`config.mk`:
```
export PLATFORM = sky130hd
export DESIGN_NAME = pipe_ctrl
export DESIGN_NICKNAME = d
export VERILOG_FILES = /design/src/rtl/pipe_ctrl.sv
export SDC_FILE = /design/constraint.sdc
export NUM_CORES = 1
export LEC_CHECK = 0
export ABC_CLOCK_PERIOD_IN_PS = 2100
export CORE_ASPECT_RATIO = 2
export CORE_MARGIN = 8
export CORE_UTILIZATION = 43
export CTS_CLUSTER_DIAMETER = 60
export DETAILED_ROUTE_END_ITERATION = 16
export GPL_ROUTABILITY_DRIVEN = 0
export PLACE_DENSITY = 0.82
export RECOVER_POWER = 50
export SETUP_SLACK_MARGIN = 0.15
export SLEW_MARGIN = 20
export SYNTH_ARGS = -nofsm -noshare
export SYNTH_HDL_FRONTEND = slang
export SYNTH_SLANG_ARGS = --single-unit
export TNS_END_PERCENT = 100
```
`constraint.sdc`:
```
create_clock -name clk -period 2.1 [get_ports clk]
set_clock_uncertainty 0.05 [all_clocks]
set_input_delay 0.42 -clock clk [delete_from_list [all_inputs] [get_ports clk]]
set_output_delay 0.42 -clock clk [all_outputs]
set_load 0.03 [all_outputs]
```
`src/rtl/pipe_ctrl.sv`:
```
// Pipeline sequencer: merges stall requests into per-stage holds, sequences
// exception/bus-timeout redirects with flush, and keeps stall/flush counters.
module pipe_ctrl #(
  parameter int unsigned STALL_TIMEOUT = 255,
  parameter logic [31:0] TIMEOUT_VEC   = 32'h0000_0180,
  parameter int unsigned FLUSH_CYCLES  = 1,
  parameter int unsigned CNT_W         = 32
) (
  input  logic             clk,
  input  logic             rst,
  input  logic             stallreq_id,
  input  logic             stallreq_ex,
  input  logic             stallreq_mem,
  input  logic             excp_valid,
  input  logic [31:0]      excp_pc,
  output logic [5:0]       stall,
  output logic             flush,
  output logic [31:0]      new_pc,
  output logic             new_pc_valid,
  output logic             bus_timeout,
  output logic [CNT_W-1:0] stall_cycles,
  output logic [CNT_W-1:0] flush_count
);

  localparam int WC_W = $clog2(STALL_TIMEOUT + 1);
  localparam int FL_W = $clog2(FLUSH_CYCLES + 1);
  localparam logic [WC_W-1:0] WC_LAST = WC_W'(STALL_TIMEOUT - 1);
  localparam logic [FL_W-1:0] FL_INIT = FL_W'(FLUSH_CYCLES - 1);

  typedef enum logic {
    RUN,
    FLUSH
  } state_t;

  state_t            state_q, state_d;
  logic [WC_W-1:0]   wait_cnt_q, wait_cnt_d;
  logic [FL_W-1:0]   flush_left_q, flush_left_d;
  logic              flush_q, flush_d;
  logic [31:0]       new_pc_q, new_pc_d;
  logic              npv_q, npv_d;
  logic              bto_q, bto_d;
  logic [CNT_W-1:0]  sc_q, sc_d;
  logic [CNT_W-1:0]  fc_q, fc_d;
  logic              redir;

  always_comb begin
    state_d      = state_q;
    wait_cnt_d   = wait_cnt_q;
    flush_left_d = flush_left_q;
    flush_d      = flush_q;
    new_pc_d     = new_pc_q;
    npv_d        = npv_q;
    bto_d        = 1'b0;
    sc_d         = sc_q;
    fc_d         = fc_q;
    stall        = 6'b000000;
    redir        = 1'b0;

    unique case (state_q)
      RUN: begin
        // Gate on rst so holds drop while reset is asserted.
        if (rst) begin
          if (stallreq_mem)     stall = 6'b011111;
          else if (stallreq_ex) stall = 6'b001111;
          else if (stallreq_id) stall = 6'b000111;
          else                  stall = 6'b000000;
        end

        if (stallreq_mem) wait_cnt_d = wait_cnt_q + WC_W'(1);
        else              wait_cnt_d = '0;

        if (excp_valid) begin
          redir    = 1'b1;
          new_pc_d = excp_pc;
        end else if (stallreq_mem && wait_cnt_q == WC_LAST) begin
          redir    = 1'b1;
          new_pc_d = TIMEOUT_VEC;
          bto_d    = 1'b1;
        end

        if (redir) begin
          state_d      = FLUSH;
          flush_d      = 1'b1;
          npv_d        = 1'b1;
          flush_left_d = FL_INIT;
          wait_cnt_d   = '0;
          if (fc_q != '1) fc_d = fc_q + CNT_W'(1);
        end
      end
      FLUSH: begin
        wait_cnt_d = '0;
        if (flush_left_q == '0) begin
          flush_d = 1'b0;
          npv_d   = 1'b0;
          state_d = RUN;
        end else begin
          flush_left_d = flush_left_q - FL_W'(1);
        end
      end
      default: state_d = RUN;
    endcase

    if (stall != 6'b000000 && sc_q != '1) sc_d = sc_q + CNT_W'(1);
  end

  always_ff @(posedge clk or negedge rst) begin
    if (!rst) begin
      state_q      <= RUN;
      wait_cnt_q   <= '0;
      flush_left_q <= '0;
      flush_q      <= 1'b0;
      new_pc_q     <= '0;
      npv_q        <= 1'b0;
      bto_q        <= 1'b0;
      sc_q         <= '0;
      fc_q         <= '0;
    end else begin
      state_q      <= state_d;
      wait_cnt_q   <= wait_cnt_d;
      flush_left_q <= flush_left_d;
      flush_q      <= flush_d;
      new_pc_q     <= new_pc_d;
      npv_q        <= npv_d;
      bto_q        <= bto_d;
      sc_q         <= sc_d;
      fc_q         <= fc_d;
    end
  end

  assign flush        = flush_q;
  assign new_pc       = new_pc_q;
  assign new_pc_valid = npv_q;
  assign bus_timeout  = bto_q;
  assign stall_cycles = sc_q;
  assign flush_count  = fc_q;

endmodule

```
==> flow_summary_export.csv, run 1 <==
group,metric,value,unit
setup_path,arrival,2.23,ns
pwr,p_switching,1794,uW
synth,synthCells,427,
sta,min_period,2.025,ns
finish,drive_gt1_frac,0.2193,
finish,final_nets,648,
finish,final_common_cell,"clkdlybuf4s50_1",
pwr,p_int,4083,uW
cts,clock-sinks,107,
sta,hold_violations,0,
floorplanning,boundaryPins,143,
global_routing,overflow,0,
cts,ctsHoldBuffers,0,
finish,final_cell_mix,"86 x clkdlybuf4s50_1, 81 x dfrtp_1, 49 x xnor2_1, 46 x buf_4, 34 x nand3_1",
synth,yosys_warnings,0,
setup_path,cp_max_fo,6,
global_routing,grt_pass1_vias,4253,
floorplanning,core_area,11150,sq um
hold_path,hp-class,"reg -> reg",
synth,synthArstFlopShare,1.000,
drt,ant_nets,0,
global_routing,grt_use_met3,0.04391,
pwr,p_seq_frac,0.420,
synth,yosys.cell_types.count,46,
sta,holdWs,0.4341,ns
setup_path,rrSetupSlack,0.08,ns
pwr,p_clk_frac,0.316,
pwr,vdd_drop_max,0.5910,mV
drt,first_iter_violations,148,
global_routing,antenna_found_initial,0,
drt,routedWlPerCell,17.31,um
global_routing,grt.total_usage,0.1721,
floorplanning,dieArea,15160,sq um
global_routing,grt_start_max_net_pins,108,
floorplanning,die_w,91.16,um
pwr,combPwrFrac,0.265,
drt,vias_per_cell,5.378,
global_routing,met1_usage,0.2252,
cts,cts_made_buffers,9,
sta,setup_viol,0,
synth,synth.ff_latch_count,107,
drt,num_vias,4050,
cts,clkTransAtPathRegs,0.07,ns
sta,worst_pin_slew,1.416,ns
pwr,p_leak,0.003153,uW
placed_design,portBuffers,141,
finish,syn_to_final_growth,46.61,%
sta,period_share,0.9642,
global_routing,grt_pass1_wl,21530,um
outcome,status,"finished clean",
synth,syn_area,4858,sq um
finish,fillers,911,
synth,syn_area_per_cell,11.38,sq um
sta,rsz0062_at_grt,"yes",
setup_path,worstPathCellList,"nand3_1 -> or4_1 -> o31a_1 -> buf_6 -> nand4_1 -> xnor2_1",
global_routing,grt-busiest-layer,"met2",
drt,post-route-drc-count,0,
synth,synth-edff-count,0,
setup_path,slowest_stage,"or4_1",
setup_path,setup.worst_path.end_class,"flip-flop",
cts,cts_tree,"yes",
pwr,power.density,825.0,nW/um^2
floorplanning,rows,55,
job,maxCapViolCount,0,
setup_path,max_stage_delay,0.53,ns
cts,h-tree-depth,3,
pwr,swShare,0.3053,
synth,seq_area_frac_synth,0.5511,
finish,antenna_cells,0,
drt,routed_wl,13040,um
global_routing,grt.met2_usage,0.2740,
floorplanning,dieHeight,166.3,um
setup_path,critPathRequiredTime,2.30,ns
sta,max_freq,493.9,MHz
synth,synth_nets,469,
drt,dr.pass1.iters,4,
sta,slew_headroom,0.05573,
cts,clk_latency,0.34,ns
placed_design,dpl.hpwl,9610,um
synth,synthFlopType,"dfrtp_1",
floorplanning,start_util,0.4358,
cts,clockRootBuffer,"clkbuf_16",
sta,setup_tns,0,ns
setup_path,start_kind,"flip-flop",
cts,cts_buffer_depth,2,
sta,slew_viol_final,0,
setup_path,crit_type,"reg -> reg",
## synth_stat cells, drive strengths merged (5+ instances only)
| cell type | count | area (sq um) |
|---|---|---|
| a22o | 30 | 262.8 |
| and2 | 5 | 31.28 |
| and3 | 17 | 106.4 |
| and4 | 8 | 72.57 |
| buf | 10 | 75.07 |
| clkbuf | 11 | 41.29 |
| dfrtp | 107 | 2678 |
| inv | 9 | 33.78 |
| nand2 | 19 | 71.32 |
| nand3 | 38 | 205.2 |
| nand4 | 30 | 206.5 |
| nor2 | 25 | 93.84 |
| nor3 | 12 | 60.06 |
| nor4 | 8 | 56.30 |
| xnor2 | 50 | 437.9 |
| xor2 | 14 | 122.6 |
## through the flow
stage	cell area (sq um)	std cells	total power [uW]	setup slack [ns]	util
global route	7123	753	6154	-0.01949	0.6389
CTS	7124	743	5903	0.04288	0.6391
finish	7123	753	5877	0.07515	0.6389
floorplan	4984	427	3289	0.03811	-
detailed placement	6759	725	4065	-0.2935	0.6063
global placement	6759	725	4027	-0.1847	0.6063
## kinds of logic after synthesis
kind of cell    share of synthesized area
compound gates                    0.07803
xor+xnor                           0.1154
fa+ha+maj                         0.01030
buf+inv                           0.03090
flops                              0.5511
mux                              0.009271
other cells                     0.0007719
simple gates                       0.2042
## critical path: cells and delay by family (launching register included)
family                    cells  cell delay, ns
DFF                           1            0.42
xor gates and xnor gates      1            0.14
buffers and inverters         1            0.16
AOI/OAI and AO/OA             1            0.39
and+or+nand+nor               3            0.77
## state kept, by name, indices dropped and copies added, names as in the netlist
register and flops:
stall_cycles 32, new_pc_valid 1, flush_count 32, new_pc 32
state_q 1, wait_cnt_q 8, bus_timeout 1
## path summary, 6_finish.rpt
check,start,end,cells after the start
max,stall_cycles[13]$_DFFE_PN0P_,stall_cycles[25]$_DFFE_PN0P_,6
min,stall_cycles[23]$_DFFE_PN0P_,stall_cycles[23]$_DFFE_PN0P_,1
max reg2reg,stall_cycles[13]$_DFFE_PN0P_,stall_cycles[25]$_DFFE_PN0P_,6
min reg2reg,stall_cycles[23]$_DFFE_PN0P_,stall_cycles[23]$_DFFE_PN0P_,1
max in group asynchronous,rst,stall_cycles[21]$_DFFE_PN0P_,2
min in group asynchronous,rst,flush_count[19]$_DFFE_PN0P_,2
## per-layer routing
| metal | wire length [um] | up-vias |
|---|---|---|
| li1 | - | 1889 |
| met4 | 127 | 0 |
| met3 | 698 | 10 |
| met1 | 5970 | 2004 |
| met5 | 0 | - |
| met2 | 6239 | 147 |
## layout make-up
type | count | area, sq um | share of cell area
clock inverter | 5 | 83.83 | 0.01177
clock buffer | 11 | 252.7 | 0.03548
sequential | 107 | 2710 | 0.3805
timing repair buffer | 189 | 1630 | 0.2289
tap | 142 | 177.7 | 0.02494
inverter | 9 | 33.78 | 0.004743
multi-input combinational | 290 | 2235 | 0.3137
## what timing repair did
item	4_1_cts	5_1_grt
resized for setup	37	41
cloned	0	0
hold endpoints to repair	0	0
endpoints found under the setup margin	54	63
buffers inserted	2	10
pin swaps	12	12
## power by group through the flow
stage               Combinational [uW]  Sequential, uW  Clock (uW)
floorplan                          407            2880           0
global placement                  1540            2480           0
detailed placement                1570            2500           0
CTS                               1550            2460        1900
global route                      1670            2500        1980
finish                            1560            2470        1850
Power figures use the tool's default switching activity.
==> run 2, diff against run 1 <==
--- a/config.mk
+++ b/config.mk
@@ -8,11 +8,12 @@
 export ABC_CLOCK_PERIOD_IN_PS = 2100
 export CORE_ASPECT_RATIO = 2
 export CORE_MARGIN = 8
-export CORE_UTILIZATION = 43
+export CORE_UTILIZATION = 40
 export CTS_CLUSTER_DIAMETER = 60
 export DETAILED_ROUTE_END_ITERATION = 16
 export GPL_ROUTABILITY_DRIVEN = 0
-export PLACE_DENSITY = 0.82
+export HOLD_SLACK_MARGIN = 0.03
+export PLACE_DENSITY = 0.77
 export RECOVER_POWER = 50
 export SETUP_SLACK_MARGIN = 0.15
 export SLEW_MARGIN = 20
==> flow_summary_export.csv, run 2 (synthesized netlist as in run 1, its figures left out) <==
group,metric,value,unit
outcome,status,"finished clean",
global_routing,antenna_found_initial,0,
finish,regArea,2706,sq um
finish,final_cell_mix,"84 x dfrtp_1, 82 x clkdlybuf4s50_1, 48 x xnor2_1, 45 x buf_4, 36 x dlygate4sd2_1",
drt,dr.pass1.iters,4,
drt,routedWlPerCell,17.51,um
setup_path,slowest_stage,"or4_1",
drt,ant_nets,0,
finish,final_nets,646,
hold_path,holdPathEnd,"stall_cycles[31]$_DFFE_PN0P_",
global_routing,overflow,0,
sta,hold_violations,0,
floorplanning,dieArea,16140,sq um
setup_path,ff2ff_path_depth,8,
cts,clockRootBuffer,"clkbuf_16",
drt,routed_wl,13240,um
setup_path,rrSetupSlack,0.05,ns
cts,ctsHoldBuffers,0,
finish,fillers,1023,
placed_design,portBuffers,141,
finish,multiInputGateArea,2280,sq um
drt,first_iter_violations,138,
drt,vias_per_cell,5.323,
floorplanning,start_util,0.4055,
cts,clock-sinks,107,
pwr,power.density,799.5,nW/um^2
cts,clk_latency,0.35,ns
sta,worst_pin_slew,1.428,ns
finish,drive_gt1_frac,0.2233,
floorplanning,boundaryPins,143,
sta,slew_headroom,0.04768,
sta,setup_tns,0,ns
sta,setup_viol,0,
finish,syn_to_final_growth,46.97,%
cts,clkTransAtPathRegs,0.07,ns
pwr,p_leak,0.003200,uW
sta,holdWs,0.4301,ns
drt,num_vias,4024,
finish,final_common_cell,"dfrtp_1",
cts,cts_made_buffers,9,
cts,cts_buffer_depth,2,
floorplanning,core_area,11980,sq um
floorplanning,rows,57,
pwr,totalPowerFinal,5709,uW
setup_path,crit_family,"simple AND/OR/NAND/NOR gates",
pwr,vdd_drop_max,0.5266,mV
sta,max_freq,487.1,MHz
setup_path,arrival,2.27,ns
placed_design,dpl.hpwl,9578,um
finish,utilization,0.5960,
setup_path,cp_max_fo,5,
cts,cts_tree,"yes",
floorplanning,die_w,93.93,um
global_routing,grt_pass1_vias,4194,
placed_design,dp.cells,727,
setup_path,reg2reg_to,"stall_cycles[29]$_DFFE_PN0P_",
setup_path,start_kind,"flip-flop",
finish,fin_cells,756,
global_routing,grt.total_usage,0.1650,
global_routing,grt_start_max_net_pins,108,
hold_path,hold_start,"stall_cycles[31]$_DFFE_PN0P_",
setup_path,rr_startpoint,"stall_cycles[1]$_DFFE_PN0P_",
setup_path,max_stage_delay,0.49,ns
sta,period_share,0.9777,
cts,h-tree-depth,3,
global_routing,grt_pass1_wl,21290,um
sta,slew_viol_final,0,
floorplanning,dieHeight,171.9,um
sta,min_period,2.053,ns
finish,antenna_cells,0,
setup_path,crit_type,"reg -> reg",
drt,post-route-drc-count,0,
sta,rsz0062_at_grt,"yes",
setup_path,critPathRequiredTime,2.32,ns
hold_path,hp-class,"reg -> reg",
setup_path,worstPathCellList,"ha_4 -> nand4_4 -> or4_1 -> o31a_1 -> buf_6 -> buf_12 -> nand4_1 -> xnor2_1",
setup_path,setup.worst_path.end_class,"flip-flop",
job,maxCapViolCount,0,
hold_path,whs_path_depth,1,
setup_path,path_buf_inv,2,
==> run 2: power breakdown <==
group          internal [uW]  switching [uW]  total, uW  leakage (uW)
Clock                    933             769       1700      0.000150
Sequential              2270             196       2460       0.00137
Combinational            682             861       1540       0.00168
Total                   3880            1820       5710       0.00320
==> run 2: what timing repair did <==
action                                  4_1_cts  5_1_grt
cloned                                        1        0
setup buffers                                 8        4
resized for setup                            56       35
endpoints found under the setup margin       71       57
pin swaps                                     7       10
==> run 2: worst max path at each step <==
stage	startpoint	end	slack (ns)	cells past startpoint
global route	stall_cycles[0]$_DFFE_PN0P_	stall_cycles[25]$_DFFE_PN0P_	-0.03	8
global placement	stallreq_mem	stall_cycles[30]$_DFFE_PN0P_	-0.21	6
floorplan	stall_cycles[0]$_DFFE_PN0P_	stall_cycles[29]$_DFFE_PN0P_	0.04	7
CTS	stall_cycles[0]$_DFFE_PN0P_	stall_cycles[25]$_DFFE_PN0P_	0.07	8
detailed placement	stallreq_mem	stall_cycles[30]$_DFFE_PN0P_	-0.30	6
finish	stall_cycles[1]$_DFFE_PN0P_	stall_cycles[29]$_DFFE_PN0P_	0.05	8
==> run 2: metrics by stage <==
stage | area (sq um) | worst slack [ns]
after global routing | 7141 | -0.03195
after global placement | 6730 | -0.2052
after CTS | 7158 | 0.07442
after floorplan | 4984 | 0.03811
after detailed placement | 6730 | -0.2950
final | 7141 | 0.04692
==> run 2: area by class of cell <==
type | count | area share
Clock inverter | 7 | 0.01051
Timing Repair Buffer | 187 | 0.2285
Tap cell | 147 | 0.02576
Clock buffer | 9 | 0.03154
Inverter | 9 | 0.005432
Multi-Input combinational cell | 290 | 0.3193
Sequential cell | 107 | 0.3790
==> run 2: routing by layer <==
metal	GRT usage	vias up	wire, um
li1	-	1886	-
met4	0.05907	0	180
met2	0.2625	146	6257
met3	0.04696	17	990
met1	0.2076	1975	5808
met5	0	-	0
==> run 3, diff against run 2 <==
--- a/config.mk
+++ b/config.mk
@@ -16,7 +16,6 @@
 export PLACE_DENSITY = 0.77
 export RECOVER_POWER = 50
 export SETUP_SLACK_MARGIN = 0.15
-export SLEW_MARGIN = 20
 export SYNTH_ARGS = -nofsm -noshare
 export SYNTH_HDL_FRONTEND = slang
 export SYNTH_SLANG_ARGS = --single-unit
==> constraint.sdc (replaced) <==
create_clock -name clk -period 2.1 [get_ports clk]
set_clock_uncertainty 0.05 [all_clocks]
set_input_delay 0.315 -clock clk [delete_from_list [all_inputs] [get_ports clk]]
set_output_delay 0.315 -clock clk [all_outputs]
set_load 0.03 [all_outputs]
==> flow_summary_export.csv, run 3 (synthesized netlist as in run 1, its figures left out) <==
group,metric,value,unit
global_routing,grt_pass1_wl,20780,um
floorplanning,boundaryPins,143,
sta,worst_pin_slew,1.433,ns
finish,final_cell_mix,"99 x clkdlybuf4s50_1, 83 x dfrtp_1, 48 x buf_4, 47 x xnor2_1, 33 x dlygate4sd3_1",
drt,vias_per_cell,5.292,
finish,multiInputGateArea,2248,sq um
finish,fillers,998,
global_routing,grt_start_max_net_pins,108,
pwr,p_int,3757,uW
floorplanning,start_util,0.4055,
global_routing,overflow,0,
setup_path,critPathRequiredTime,2.31,ns
hold_path,hp-class,"reg -> reg",
setup_path,arrival,2.22,ns
pwr,swShare,0.3231,
cts,cts_made_buffers,9,
global_routing,grt_pass1_vias,4055,
pwr,p_leak,0.003099,uW
placed_design,portBuffers,141,
sta,worst_slack,0.09530,ns
setup_path,reg2reg_to,"stall_cycles[25]$_DFFE_PN0P_",
finish,drive_gt1_frac,0.2206,
sta,slew_viol_final,0,
setup_path,crit_start,"stall_cycles[10]$_DFFE_PN0P_",
global_routing,grt.total_usage,0.1606,
global_routing,antenna_found_initial,0,
sta,slew_headroom,0.04479,
pwr,p_switching,1793,uW
pwr,combPwrFrac,0.277,
setup_path,rrSetupSlack,0.1,ns
pwr,totalPowerFinal,5551,uW
pwr,vdd_drop_max,0.7064,mV
cts,clk_latency,0.34,ns
sta,rsz0062_at_grt,"yes",
floorplanning,core_area,11980,sq um
hold_path,whs_path_depth,1,
setup_path,setup.worst_path.end_class,"flip-flop",
drt,first_iter_violations,139,
cts,cts_buffer_depth,2,
drt,num_vias,4017,
setup_path,rr_startpoint,"stall_cycles[10]$_DFFE_PN0P_",
floorplanning,dieArea,16140,sq um
sta,period_share,0.9546,
finish,fin_cells,759,
finish,antenna_cells,0,
finish,syn_to_final_growth,48.65,%
placed_design,dp.cells,729,
sta,max_freq,498.8,MHz
placed_design,dpl.hpwl,9592,um
cts,cts_tree,"yes",
floorplanning,die_w,93.93,um
drt,post-route-drc-count,0,
drt,routedWlPerCell,17.21,um
cts,h-tree-depth,3,
sta,holdWs,0.4444,ns
outcome,status,"finished clean",
cts,clkTransAtPathRegs,0.07,ns
pwr,p_seq_frac,0.444,
floorplanning,dieHeight,171.9,um
sta,setup_viol,0,
drt,routed_wl,13060,um
finish,final_nets,649,
drt,dr.pass1.iters,4,
finish,final_common_cell,"clkdlybuf4s50_1",
setup_path,ff2ff_path_depth,6,
setup_path,start_kind,"flip-flop",
setup_path,crit_type,"reg -> reg",
drt,ant_nets,0,
pwr,power.density,768.6,nW/um^2
placed_design,post-place-ws,-0.04833,ns
setup_path,endpoint,"stall_cycles[25]$_DFFE_PN0P_",
sta,min_period,2.005,ns
cts,clockRootBuffer,"clkbuf_16",
finish,regArea,2708,sq um
floorplanning,rows,57,
pwr,p_clk_frac,0.279,
sta,setup_tns,0,ns
setup_path,cp_max_fo,6,
cts,clock-sinks,107,
sta,hold_violations,0,
job,maxCapViolCount,0,
## run 3: cell types whose count changed in the layout (fill, tap and decap cells not counted), sizes merged, moves of 3 or more
cell and delta:
dlygate4sd2 -36, dlygate4sd3 +33, buf +3, clkbuf -13, clkdlybuf4s50 +17
## run 3: power by group through the flow
stage / logic, uW / registers [uW] / clock network, uW
final: 1540 / 2460 / 1550
after global routing: 1650 / 2490 / 1690
after CTS: 1570 / 2460 / 1600
after detailed placement: 1520 / 2500 / 0
after global placement: 1510 / 2490 / 0
after floorplan: 407 / 2880 / 0
## run 3: layout make-up
type                       instances  area share
sequential                       107      0.3749
multi-input combinational        290      0.3113
timing repair buffer             190      0.2457
clock buffer                      10     0.03170
tap                              147     0.02547
clock inverter                     6    0.005891
inverter                           9    0.005024
## run 3: metal layers
| layer | global-route usage | wire [um] | up-vias | part of all wire |
|---|---|---|---|---|
| met1 | 0.2101 | 5971 | 1979 | 0.46 |
| met4 | 0.05003 | 145 | 0 | 0.011 |
| met5 | 0 | 0 | - | 0 |
| met2 | 0.2518 | 6070 | 133 | 0.46 |
| li1 | - | - | 1894 | - |
| met3 | 0.04261 | 874 | 11 | 0.067 |
## run 3: critical path, stage by stage, from the launching register on
cell and delay [ns]:
dfrtp_2 0.42, nand4_2 0.16, or4_1 0.52, o31a_1 0.38, buf_6 0.17, nand4_1 0.09, xnor2_1 0.13
## run 3: worst min-delay path by stage
stage	slack (ns)	from	end
final	0.44	flush_count[6]$_DFFE_PN0P_	flush_count[6]$_DFFE_PN0P_
after global placement	0.42	stall_cycles[31]$_DFFE_PN0P_	stall_cycles[31]$_DFFE_PN0P_
after CTS	0.06	rst	new_pc[22]$_DFFE_PN0P_
after global routing	0.46	flush_count[4]$_DFFE_PN0P_	flush_count[4]$_DFFE_PN0P_
after detailed placement	0.43	stall_cycles[18]$_DFFE_PN0P_	stall_cycles[18]$_DFFE_PN0P_
after floorplan	-0.03	rst	bus_timeout$_DFF_PN0_
## run 3: through the flow
step	instance area [sq um]	utilization
finish	7222	0.6028
global route	7222	0.6028
CTS	7084	0.5913
detailed placement	6745	0.5630
global placement	6745	0.5630
floorplan	4984	-
## run 3: repair_timing
action | in CTS | in global routing
setup buffers | 4 | 10
pin swaps | 12 | 12
resized for setup | 8 | 27
endpoints found under the setup margin | 24 | 74
hold buffers | 0 | 0
